File: src/rtl/serdes_pkg.sv
// Shared types and helpers for the SERDES transmit scheduler.
package serdes_pkg;

    typedef enum logic [2:0] {
        S_IDLE,
        S_START,
        S_DATA,
        S_ID,
        S_PARITY,
        S_GAP
    } state_e;

    localparam int   FRAME_BITS = 11;
    localparam logic START_BIT  = 1'b1;

    function automatic logic frame_parity(input logic [7:0] data, input logic id, input logic odd);
        return ^{data, id} ^ odd;
    endfunction

endpackage

File: src/rtl/serdes_tx_sched_rr_arb2.sv
// Two-way round-robin grant; on a tie the requester that did not win last time is chosen.
module rr_arb2 (
    input  logic       clk,
    input  logic       rst_n,
    input  logic [1:0] req,
    input  logic       enable,
    input  logic       advance,
    output logic [1:0] gnt
);

    logic last_grant_q;
    logic last_grant_d;

    always_comb begin
        gnt = 2'b00;
        if (enable) begin
            case (req)
                2'b01:   gnt = 2'b01;
                2'b10:   gnt = 2'b10;
                2'b11:   gnt = last_grant_q ? 2'b01 : 2'b10;
                default: gnt = 2'b00;
            endcase
        end
    end

    always_comb begin
        last_grant_d = last_grant_q;
        if (advance && (gnt != 2'b00)) begin
            last_grant_d = gnt[1];
        end
    end

    // Reset to 1 so requester 0 wins the first tie.
    always_ff @(posedge clk or negedge rst_n) begin
        if (!rst_n) begin
            last_grant_q <= 1'b1;
        end else begin
            last_grant_q <= last_grant_d;
        end
    end

endmodule

File: src/rtl/serdes_tx_sched.sv
// Arbitrates two byte producers and shifts framed bytes LSB first onto an idle-low serial line.
//   state    | meaning
//   S_IDLE   | line low, grant and accept a byte
//   S_START  | start bit on the line
//   S_DATA   | data bits 0..7
//   S_ID     | requester id bit
//   S_PARITY | parity bit, frame_done high
//   S_GAP    | mandatory idle-low bit times
module serdes_tx_sched #(
    parameter int GAP_BITS   = 1,
    parameter bit PARITY_ODD = 1'b0
) (
    input  logic       clk,
    input  logic       rst_n,
    input  logic       ena,
    input  logic       req0_valid,
    input  logic [7:0] req0_data,
    output logic       req0_ready,
    input  logic       req1_valid,
    input  logic [7:0] req1_data,
    output logic       req1_ready,
    output logic       ser_out,
    output logic       busy,
    output logic       grant_id,
    output logic       frame_done
);

    import serdes_pkg::*;

    localparam int         DATA_BITS = FRAME_BITS - 3;
    localparam logic [3:0] GAP_LOAD  = (GAP_BITS > 0) ? 4'(GAP_BITS - 1) : 4'd0;

    state_e               state_q, state_d;
    logic [2:0]           bit_cnt_q, bit_cnt_d;
    logic [3:0]           gap_cnt_q, gap_cnt_d;
    logic [DATA_BITS-1:0] data_q, data_d;
    logic                 id_q, id_d;
    logic                 ser_out_q, ser_out_d;
    logic                 busy_q, busy_d;
    logic                 frame_done_q, frame_done_d;

    logic       idle;
    logic       arb_en;
    logic       accept;
    logic [1:0] gnt;

    assign idle = (state_q == S_IDLE);

    // rst_n in the enable keeps both readies low while reset is held.
    assign arb_en = ena && idle && rst_n;

    rr_arb2 u_arb (
        .clk     (clk),
        .rst_n   (rst_n),
        .req     ({req1_valid, req0_valid}),
        .enable  (arb_en),
        .advance (idle),
        .gnt     (gnt)
    );

    assign req0_ready = gnt[0];
    assign req1_ready = gnt[1];
    assign accept     = |gnt;

    always_comb begin
        state_d   = state_q;
        bit_cnt_d = bit_cnt_q;
        gap_cnt_d = gap_cnt_q;
        data_d    = data_q;
        id_d      = id_q;

        case (state_q)
            S_IDLE: begin
                if (accept) begin
                    data_d  = gnt[1] ? req1_data : req0_data;
                    id_d    = gnt[1];
                    state_d = S_START;
                end
            end
            S_START: begin
                bit_cnt_d = 3'd0;
                state_d   = S_DATA;
            end
            S_DATA: begin
                if (bit_cnt_q == 3'd7) begin
                    state_d = S_ID;
                end else begin
                    bit_cnt_d = bit_cnt_q + 3'd1;
                end
            end
            S_ID: begin
                state_d = S_PARITY;
            end
            S_PARITY: begin
                if (GAP_BITS == 0) begin
                    state_d = S_IDLE;
                end else begin
                    gap_cnt_d = GAP_LOAD;
                    state_d   = S_GAP;
                end
            end
            S_GAP: begin
                if (gap_cnt_q == 4'd0) begin
                    state_d = S_IDLE;
                end else begin
                    gap_cnt_d = gap_cnt_q - 4'd1;
                end
            end
            default: begin
                state_d = S_IDLE;
            end
        endcase

        // Line value is decoded from the next state so ser_out is a clean flop output.
        ser_out_d = 1'b0;
        case (state_d)
            S_START:  ser_out_d = START_BIT;
            S_DATA:   ser_out_d = data_d[bit_cnt_d];
            S_ID:     ser_out_d = id_d;
            S_PARITY: ser_out_d = frame_parity(data_d, id_d, PARITY_ODD);
            default:  ser_out_d = 1'b0;
        endcase

        busy_d       = (state_d != S_IDLE);
        frame_done_d = (state_d == S_PARITY);
    end

    always_ff @(posedge clk or negedge rst_n) begin
        if (!rst_n) begin
            state_q      <= S_IDLE;
            bit_cnt_q    <= 3'd0;
            gap_cnt_q    <= 4'd0;
            data_q       <= '0;
            id_q         <= 1'b0;
            ser_out_q    <= 1'b0;
            busy_q       <= 1'b0;
            frame_done_q <= 1'b0;
        end else begin
            state_q      <= state_d;
            bit_cnt_q    <= bit_cnt_d;
            gap_cnt_q    <= gap_cnt_d;
            data_q       <= data_d;
            id_q         <= id_d;
            ser_out_q    <= ser_out_d;
            busy_q       <= busy_d;
            frame_done_q <= frame_done_d;
        end
    end

    assign ser_out    = ser_out_q;
    assign busy       = busy_q;
    assign grant_id   = id_q;
    assign frame_done = frame_done_q;

endmodule

File: config.mk
export PLATFORM = sky130hd
export DESIGN_NAME = serdes_tx_sched
export DESIGN_NICKNAME = d
export VERILOG_FILES = /design/src/rtl/serdes_pkg.sv /design/src/rtl/serdes_tx_sched_rr_arb2.sv /design/src/rtl/serdes_tx_sched.sv
export SDC_FILE = /design/constraint.sdc
export NUM_CORES = 1
export LEC_CHECK = 0
export BUFFER_PORTS_ARGS = -buffer_cell sky130_fd_sc_hd__buf_2
export CAP_MARGIN = 10
export CORE_MARGIN = 4
export CORE_UTILIZATION = 49
export CTS_BUF_LIST = sky130_fd_sc_hd__clkbuf_16
export DETAILED_ROUTE_END_ITERATION = 6
export PLACE_DENSITY = 0.81
export REMOVE_ABC_BUFFERS = 1
export SETUP_SLACK_MARGIN = 0.5
export SLEW_MARGIN = 10
export SYNTH_ARGS = -nofsm -noshare
export SYNTH_HDL_FRONTEND = slang
export SYNTH_SLANG_ARGS = --single-unit
File: constraint.sdc
create_clock -name clk -period 2.6 [get_ports clk]
set_input_delay 0.26 -clock clk [delete_from_list [all_inputs] [get_ports clk]]
set_output_delay 0.26 -clock clk [all_outputs]
set_load 0.005 [all_outputs]
# Word-level counts from Yosys, hierarchy flattened
# Index checks and enable logic that the tools add are counted.
dict set report word_totals {
  input_bits 21
  wordCells 56
  output_inout_bits 6
  reg_bits 23
}
dict set report classes {
  eq_ne 14
  n_mux 19
  order_cmp 1
  n_reduce_logical 11
  add_sub_neg 2
}
# cell n
set ops {}
lappend ops {{two-way mux 8 bit} 3}
lappend ops {{one-hot mux 3 bit (6 select lines)} 1}
lappend ops {{== test 3 x 2 -> 1 bit, second input constant} 4}
lappend ops {{== test 3 bit, second input constant} 4}
lappend ops {{two-way mux 3 bit} 4}
lappend ops {{parity 9 bit} 1}
lappend ops {{one-hot mux 4 bit (2 select lines)} 1}
lappend ops {{== test 3 x 1 -> 1 bit, second input constant} 2}
lappend ops {{one-hot mux 2 bit (3 select lines)} 1}
lappend ops {{one-hot mux 3 bit (2 select lines)} 1}
lappend ops {{== test 2 bit, second input constant} 2}
lappend ops {{logical NOT 4 bit} 1}
lappend ops {{< comparator 3 x 4 -> 1 bit, second input constant} 1}
lappend ops {{two-way mux 2 bit} 2}
lappend ops {{two-way mux 4 bit} 1}
lappend ops {{one-hot mux 1 bit (4 select lines)} 1}
lappend ops {{nonzero test 2 bit} 2}
lappend ops {{subtractor 4 x 1 -> 4 bit, second input constant} 1}
lappend ops {{adder 3 x 1 -> 3 bit, second input constant} 1}
lappend ops {{binary-select mux 1 bit (select 3 bit)} 1}
lappend ops {{logical AND 1 bit} 3}
lappend ops {{logical NOT 3 bit} 1}
lappend ops {{two-way mux 1 bit} 3}
lappend ops {{nonzero test 3 bit} 1}
lappend ops {{other kinds (4)} 4}

# Depth between registers and ports, before layout
# Gate-level depths: netlist (run 1).
dict set report depth {
  ltp_word 10
  mapped_depth 10
  mapped_depth_nobuf 8
}

# Hierarchy
# Synthesis (run 1) repeated with hierarchy kept, for this count alone.
dict set report hier_totals {
  hier_cells 157
  area_unflattened_um2 1460.2
}
# mod area_per_inst_um2 instances seq_area_each_um2 cells_per_inst
set by_module_without_submodules {}
lappend by_module_without_submodules {serdes_tx_sched 1397.6 1 550.5 149}
lappend by_module_without_submodules {rr_arb2 62.6 1 26.3 8}

# Worst setup path after synthesis (run 1)
# Ideal clock, no wire load.
dict set report synth_path {
  kind {register to register}
  startpoint {reg state_q[0]}
  endpoint {reg ser_out_q (netlist: ser_out)}
  required_ps 2467
  path_buffers 2
  setup_slack_ps 158
  stages_incl_launch_ff 10
  setup_time_ps 133
  arrival_time_ps 2310
  synth_period_minus_slack_ps 2442
  path_cell_list {dfrtp_1 > buf_6 > or4b_4 > buf_6 > o31ai_1 > a31oi_1 > xnor2_1 > xnor3_1 > xnor2_1 > o22ai_1}
}
dict set report synth_via {
  elab_chain_cells 10
  word_cells_on_any_way 28
  cone_classes {eq/ne: 9; mux: 14; reduce/logical: 5}
}
# item line_no
set synth_lines {}
lappend synth_lines {{start, declared} serdes_tx_sched.sv:33} ;# state_e state_q, state_d;
lappend synth_lines {{start signal, assigned} serdes_tx_sched.sv:139} ;# state_q <= state_d;
lappend synth_lines {{logical NOT 3 bit (*)} {serdes_tx_sched.sv:47, serdes_tx_sched.sv:72}}
lappend synth_lines {{logical AND 1 bit (2 in a row)} serdes_tx_sched.sv:50} ;# assign arb_en = ena && idle && rst_n;
lappend synth_lines {{two-way mux 2 bit} serdes_tx_sched_rr_arb2.sv:16} ;# if (enable) begin
lappend synth_lines {{two-way mux 8 bit or OR reduction 2 bit (tied branches)} {serdes_tx_sched.sv:75, serdes_tx_sched.sv:63}}
lappend synth_lines {{two-way mux 8 bit} serdes_tx_sched.sv:74} ;# if (accept) begin
lappend synth_lines {{two-way mux 8 bit (*)} serdes_tx_sched.sv:72} ;# case (state_q)
lappend synth_lines {{via data_d[0]} serdes_tx_sched.sv:36} ;# logic [DATA_BITS-1:0] data_q, data_d;
lappend synth_lines {{binary-select mux 1 bit (select 3 bit)} serdes_tx_sched.sv:118} ;# S_DATA: ser_out_d = data_d[bit_cnt_d];
lappend synth_lines {{two-way mux 1 bit (not written as such)} serdes_tx_sched.sv:118}
lappend synth_lines {{one-hot mux 1 bit (4 select lines) (*)} serdes_tx_sched.sv:116} ;# case (state_d)
lappend synth_lines {{via ser_out_d} serdes_tx_sched.sv:38} ;# logic ser_out_q, ser_out_d;
lappend synth_lines {{end signal, assigned} serdes_tx_sched.sv:144} ;# ser_out_q <= ser_out_d;
lappend synth_lines {{end, declared} serdes_tx_sched.sv:38}
# The timed path passes the listed nets; every way through them passes the cells marked *. The select of a mux whose other input is x is not followed.
# A chain may end at the register's enable or synchronous reset.

# Final worst setup path (run 1)
dict set report layout_path {
  startpoint {reg state_q[1]}
  endpoint {reg ser_out_q (netlist: ser_out)}
}
# Same word-level chain as after synthesis.

==> results.txt, run 1 <==
Result of the run: complete, no violations
Setup repair after global routing missed its margin: yes
Number of setup violations in the final report: 0
Transition time of the tightest slew-check pin: 0.610 ns
Total number of yosys warnings: 0
Vias in the first global route: 1344
Max-cap check violation count: 0
Sequential element share of the synthesized area: 40.4%
Total placed instance area: 0.00161 sq mm
Arrival time of the worst setup path: 2.77 ns
Vias after detailed routing: 1428
Fillers: 188
Post-DP HPWL: 2.72 mm
Design internal power: 0.00145 W
CTS H-tree lvls: 1
CP endpoint kind: register
Cell at the root of the clock tree: clkbuf_16
Clock slew at the register clock pins of the worst setup and hold paths: 0.06 ns
Logic pwr share: 61.7%
Count of cell types in the netlist: 45
Max-slew violation count: 0
Maximum number of pins on one net before global-route repair: 15
Starting utilization of the core area: 51.3%
Nets@finish: 213
I/O Buffers: 26
Fmax: 385 MHz
Setup skew after layout: 0.00352 ns
Mean cell area of the mapped netlist: 9.52 sq um
Final Cycle Share: 100%
Register share of total power: 24.8%
Area grow syn2layout: 34.2%
Setup Crit Path Kind: register to register
Length of the first detailed-routing pass in iterations: 4
GRT overflow: 0
Final worst path period need: 2.60 ns
Vert. Die Dim: 62.0 um
TritonCTS clock tree: built
Sequential cell area: 578 sq um
Post-route antenna net violation count: 0
Row count: 19
Worst EP required: 2.77 ns
Number of top-level design ports: 27
Placer's final routability congestion estimate: 0.947
Number of buffers between clock root and the deepest sink: 2
Leakage: 0.849 nW
Worst-skew pair later-pin latency: 0.25 ns
Wire length of the first global-routing pass: 6.66 mm
Critical path peak fanout: 5
Sw power: 0.000995 W
Final Instance Area: 0.00192 sq mm
ANT cells: 0
Total detailed-routing wirelength: 4.29 mm
Die W: 62.0 um
Post-route total power: 0.00244 W
Element type at the critical path start: register
Clock sinks: 23
Area of the die: 0.00384 sq mm
Standard cell core area: 0.00278 sq mm
Setup TNS Final: 0 ns
Worst min path class: input port to asynchronous set/reset pin
Number of standard cells after synthesis: 150
Number of register bits inferred by synthesis: 23
Worst supply voltage drop on vdd: 0.000989 V
DRC errors left: 0
Worst slew slack as a fraction of its limit: 59.2%
First-iteration detailed-routing DRC count: 131
CTS buffer count: 3
Power per unit of standard cell area: 1280 mW/mm^2
Share of layout cells above drive strength 1: 38.3%
Number of antenna violations at the first check in global routing: 0
Net switching fraction of the power: 40.7%
GRT Overall Usage: 23.7%
Area of the multi-input gates: 915 sq um
Mapped cell area: 0.00143 sq mm
Routed wirelength normalized by instance count: 19.6 um
DR vias/cell: 6.52
Fraction of power consumed by the clock network: 13.4%
Final Hold Violating Endpoints: 0
Worst slack on hold paths: 0.0188 ns
Register-to-Register Setup Slack: 0.0005 ns
==> flip-flops by register name, indices dropped and copies added, names as in the netlist <==
signal and count:
bit_cnt_q 3, busy 1, data_q 8, frame_done 1
gap_cnt_q 4, grant_id 1, ser_out 1, state_q 3
u_arb.last_grant_q 1
==> power groups by stage <==
stage	clock network, W	registers [W]	logic, W
floorplan	0	0.000600	0.000821
global placement	0	0.000587	0.00114
detailed placement	0	0.000592	0.00118
CTS	0.000324	0.000604	0.00132
global route	0.000350	0.000619	0.00163
finish	0.000328	0.000607	0.00151
==> Yosys cell counts <==
cell       number  area (sq um)
inv_1           8          30.0
mux2i_1         3          30.0
nor2_1          6          22.5
and2_0          1          6.26
dfstp_2         1          26.3
nor2b_1         1          6.26
a21oi_1         3          15.0
buf_1           1          3.75
nand2_1         6          22.5
xnor2_2         1          16.3
xnor2_1         6          52.6
o31ai_1         9          67.6
a21boi_0        2          15.0
a311oi_1        1          8.76
o22ai_1         1          6.26
nor4_1          1          6.26
nor3_1          2          10.0
mux2_1          1          11.3
o2111ai_1       1          8.76
o21ai_0         6          30.0
xor2_1          2          17.5
o21ai_1         2          10.0
and2_1          2          12.5
buf_6           2          22.5
nor4b_2         1          15.0
a32o_1          1          10.0
a41oi_1         1          8.76
xnor3_1         1          22.5
dfrtp_1        22           551
or2_0           1          6.26
or4b_4          1          13.8
mux2_2          1          11.3
and3_1          1          6.26
or3_1           3          18.8
a2bb2oi_1       1          8.76
nand3_1         4          20.0
a2111oi_0       1          8.76
or2_2           1          6.26
a22o_1          1          8.76
ha_1            3          37.5
a32oi_1         1          8.76
buf_2           4          20.0
nand4_1         9          56.3
a31oi_1        18           113
clkbuf_1        5          18.8
==> layout by cell type, fill, tap and decap left out, types with 2 or more instances in the layout <==
cell type / synthesis / layout
a21boi_0: 2 / 2
a21oi_1: 3 / 3
a31oi_1: 18 / 12
a31oi_2: 0 / 5
buf_2: 4 / 26
buf_4: 0 / 18
clkbuf_16: 0 / 3
dfrtp_1: 22 / 21
ha_1: 3 / 3
inv_1: 8 / 9
mux2i_1: 3 / 3
nand2_1: 6 / 6
nand3_1: 4 / 4
nand4_1: 9 / 9
nor2_1: 6 / 6
o21ai_0: 6 / 6
o31ai_1: 9 / 3
o31ai_2: 0 / 2
o31ai_4: 0 / 4
or3_1: 3 / 3
or4b_4: 1 / 2
xnor2_1: 6 / 5
xnor2_2: 1 / 2
xor2_1: 2 / 2
==> through the flow <==
step | cells | worst slack (ns) | util (%)
2_1_floorplan | 138 | -0.455 | -
3_3_place_gp | 206 | 0.0701 | 58.0
3_5_place_dp | 206 | 0.0378 | 58.0
4_1_cts | 216 | 0.0697 | 66.2
5_1_grt | 219 | -0.0980 | 68.9
6_report | 219 | 0.000532 | 68.9
==> layout make-up <==
class	count	area share, %
clock buffers	3	3.92
clock inverters	1	0.196
repair buffers	45	14.4
flip-flops and latches	23	30.2
inverters	8	1.57
multi-input cells	108	47.7
well taps	31	2.02
==> final timing paths <==
path                            start                  to  cells after the start
min in group clk           req0_valid  u_arb.last_grant_q                      2
max                        state_q[1]             ser_out                      7
max reg2reg                state_q[1]             ser_out                      7
max in group asynchronous       rst_n          state_q[2]                      2
min                             rst_n          state_q[0]                      2
min reg2reg                  grant_id            grant_id                      2
==> critical path: stages, from the launching register on <==
cell,delay [ns]
dfrtp_2,0.46
or4b_4,0.65
o31ai_2,0.32
a31oi_2,0.19
xnor2_2,0.18
xnor3_1,0.38
xnor2_2,0.15
o22ai_1,0.18
==> metal layers <==
metal / vias up / GRT usage (%) / wire (um)
met5: - / 0 / 0
met3: 10 / 2.27 / 292
met2: 77 / 41.1 / 2200
met4: 0 / 5.15 / 65
li1: 647 / - / -
met1: 694 / 32.0 / 1730
==> what timing repair did <==
item | in CTS | in global routing
buffers inserted | 4 | 3
hold endpoints to repair | 1 | 0
pin swaps | 8 | 10
hold buffers | 1 | 0
cloned | 1 | 0
setup endpoints to repair | 1 | 1
resized for setup | 18 | 8
==> cell families after synthesis <==
| family | count (synthesis) | synth area share (%) |
|---|---|---|
| simple gates | 40 | 16.0 |
| compound gates | 49 | 23.0 |
| fa+ha+maj | 3 | 2.63 |
| mux | 5 | 3.68 |
| flops | 23 | 40.4 |
| xor+xnor | 10 | 7.63 |
| buf+inv | 20 | 6.66 |
(Power assumes the default switching activity.)
==> run 2, diff against run 1 <==
--- a/config.mk
+++ b/config.mk
@@ -5,13 +5,13 @@
 export SDC_FILE = /design/constraint.sdc
 export NUM_CORES = 1
 export LEC_CHECK = 0
-export BUFFER_PORTS_ARGS = -buffer_cell sky130_fd_sc_hd__buf_2
 export CAP_MARGIN = 10
 export CORE_MARGIN = 4
-export CORE_UTILIZATION = 49
+export CORE_UTILIZATION = 56
 export CTS_BUF_LIST = sky130_fd_sc_hd__clkbuf_16
 export DETAILED_ROUTE_END_ITERATION = 6
-export PLACE_DENSITY = 0.81
+export DONT_BUFFER_PORTS = 1
+export PLACE_DENSITY = 0.8
 export REMOVE_ABC_BUFFERS = 1
 export SETUP_SLACK_MARGIN = 0.5
 export SLEW_MARGIN = 10
==> results.txt, run 2 (same netlist as run 1, synthesis figures left out) <==
Vias in the first global route: 1284
Register share of total power: 24.0%
CP Capture Point: ser_out
Layout Cells excl Fill: 194
CTS H-tree lvls: 1
Max-cap check violation count: 0
ANT cells: 0
Endpoint of the worst register-to-register path: ser_out
Most common library cell in the layout ignoring fill and taps: dfrtp_1
Standard cell core area: 0.00245 sq mm
Fillers: 138
TritonCTS clock tree: built
Length of the first detailed-routing pass in iterations: 4
CP endpoint kind: register
Power per unit of standard cell area: 1360 mW/mm^2
Fmax: 372 MHz
I/O Buffers: 0
Max-slew violation count: 0
DR vias/cell: 7.42
Cell at the root of the clock tree: clkbuf_16
Area grow syn2layout: 31.6%
First-iteration detailed-routing DRC count: 86
Leakage: 0.763 nW
Reg-to-reg critical path startpoint: state_q[0]
Final worst path period need: 2.68 ns
Register ranked first by flip-flop count: data_q
Setup Crit Path Kind: register to register
Sequential cell area: 578 sq um
Number of top-level design ports: 27
Nets@finish: 189
Worst-skew pair later-pin latency: 0.26 ns
Number of setup violations in the final report: 1
CTS buffer count: 3
Final setup slack of the worst path: -0.0846 ns
Share of the core filled with cells: 76.5%
Element type at the critical path start: register
Clock sinks: 23
Routed wirelength normalized by instance count: 24.9 um
Clock slew at the register clock pins of the worst setup and hold paths: 0.06 ns
Logic pwr share: 62.5%
Sw power: 0.00109 W
Reg2Reg Depth: 7
DRC errors left: 0
Vert. Die Dim: 58.5 um
Post-DP HPWL: 2.54 mm
Total detailed-routing wirelength: 4.83 mm
Number of flip-flops under the largest register name: 8
Worst slew slack as a fraction of its limit: 29.5%
Share of layout cells above drive strength 1: 31.7%
Die W: 58.5 um
Design internal power: 0.00146 W
Placer's final routability congestion estimate: 0.850
Area of the die: 0.00342 sq mm
Dpl ws: 0.107 ns
Net switching fraction of the power: 42.7%
Setup repair after global routing missed its margin: yes
Post-route antenna net violation count: 0
Number of buffers between clock root and the deepest sink: 2
Maximum number of pins on one net before global-route repair: 24
Critical path peak fanout: 5
Total instance count after detailed placement: 175
GRT Overall Usage: 26.4%
Register-to-Register Setup Slack: -0.08 ns
Arrival time of the worst setup path: 2.80 ns
Final Cycle Share: 103%
Row count: 18
CP startpoint: state_q[0]
Starting utilization of the core area: 58.2%
Violations in the final reports: negative setup slack
Result of the run: finished with violations
Area of the multi-input gates: 978 sq um
Leading registers by flop count: data_q x8, gap_cnt_q x4
GRT overflow: 0
Wire length of the first global-routing pass: 6.69 mm
Number of antenna violations at the first check in global routing: 0
Setup skew after layout: 0.00268 ns
Fraction of power consumed by the clock network: 13.5%
Transition time of the tightest slew-check pin: 1.05 ns
Worst min path class: input port to register
Worst supply voltage drop on vdd: 0.000880 V
Final Hold Violating Endpoints: 0
Most frequent cells in the layout: dfrtp_1, buf_4, a31oi_1, inv_1, nand4_1
Vias after detailed routing: 1440
Worst EP required: 2.72 ns
## run 2: critical path, stage by stage, from the launching register on
cell and delay (ns):
dfrtp_2 0.45, or4b_4 0.64, o31ai_4 0.32, a31oi_4 0.15, mux2_4 0.29, or3_4 0.34, a32oi_2 0.23, o22ai_1 0.12
## run 2: repair_timing
item,CTS,global route
endpoints found under the hold margin,23,0
hold buffers,1,0
pin swaps,9,16
setup buffers,3,10
gates resized for setup,16,25
cloned,1,0
setup endpoints to repair,1,3
## run 2: area by class of cell
cell class	count	area share (%)
repair buffers	21	9.33
clock buffers	3	4.00
multi-input cells	108	52.1
clock inverters	1	0.200
inverters	8	1.60
flip-flops and latches	23	30.8
well taps	30	2.00
## run 2: worst min path at each step
stage                     from                  to  depth (start not counted)
floorplan                rst_n        bit_cnt_q[0]                          0
global placement         rst_n            grant_id                          0
detailed placement       rst_n            grant_id                          0
CTS                 req0_valid  u_arb.last_grant_q                          1
global route        req0_valid  u_arb.last_grant_q                          1
finish              req0_valid  u_arb.last_grant_q                          1
## run 2: power groups by stage
stage | registers, W | clock network (W) | logic (W)
floorplan | 0.000600 | 0 | 0.000821
global placement | 0.000586 | 0 | 0.00106
detailed placement | 0.000597 | 0 | 0.00110
CTS | 0.000595 | 0.000334 | 0.00129
global route | 0.000623 | 0.000350 | 0.00170
finish | 0.000612 | 0.000343 | 0.00160
## run 2: metrics by stage
step / instance area [sq um] / hold slack (ns) / TNS (ns) / power (W)
final: 1880 / 0.0919 / -0.0846 / 0.00255
after global routing: 1880 / 0.105 / -0.0867 / 0.00267
after CTS: 1670 / 0.104 / 0 / 0.00222
after detailed placement: 1450 / -0.0350 / 0 / 0.00170
after global placement: 1450 / -0.0351 / 0 / 0.00164
after floorplan: 1360 / -0.0356 / -0.455 / 0.00142
## run 2: routing by layer
| metal | track usage [%] | wire length [um] |
|---|---|---|
| met5 | 0 | 0 |
| met4 | 15.9 | 374 |
| met3 | 3.07 | 380 |
| met2 | 41.9 | 2300 |
| met1 | 34.4 | 1780 |
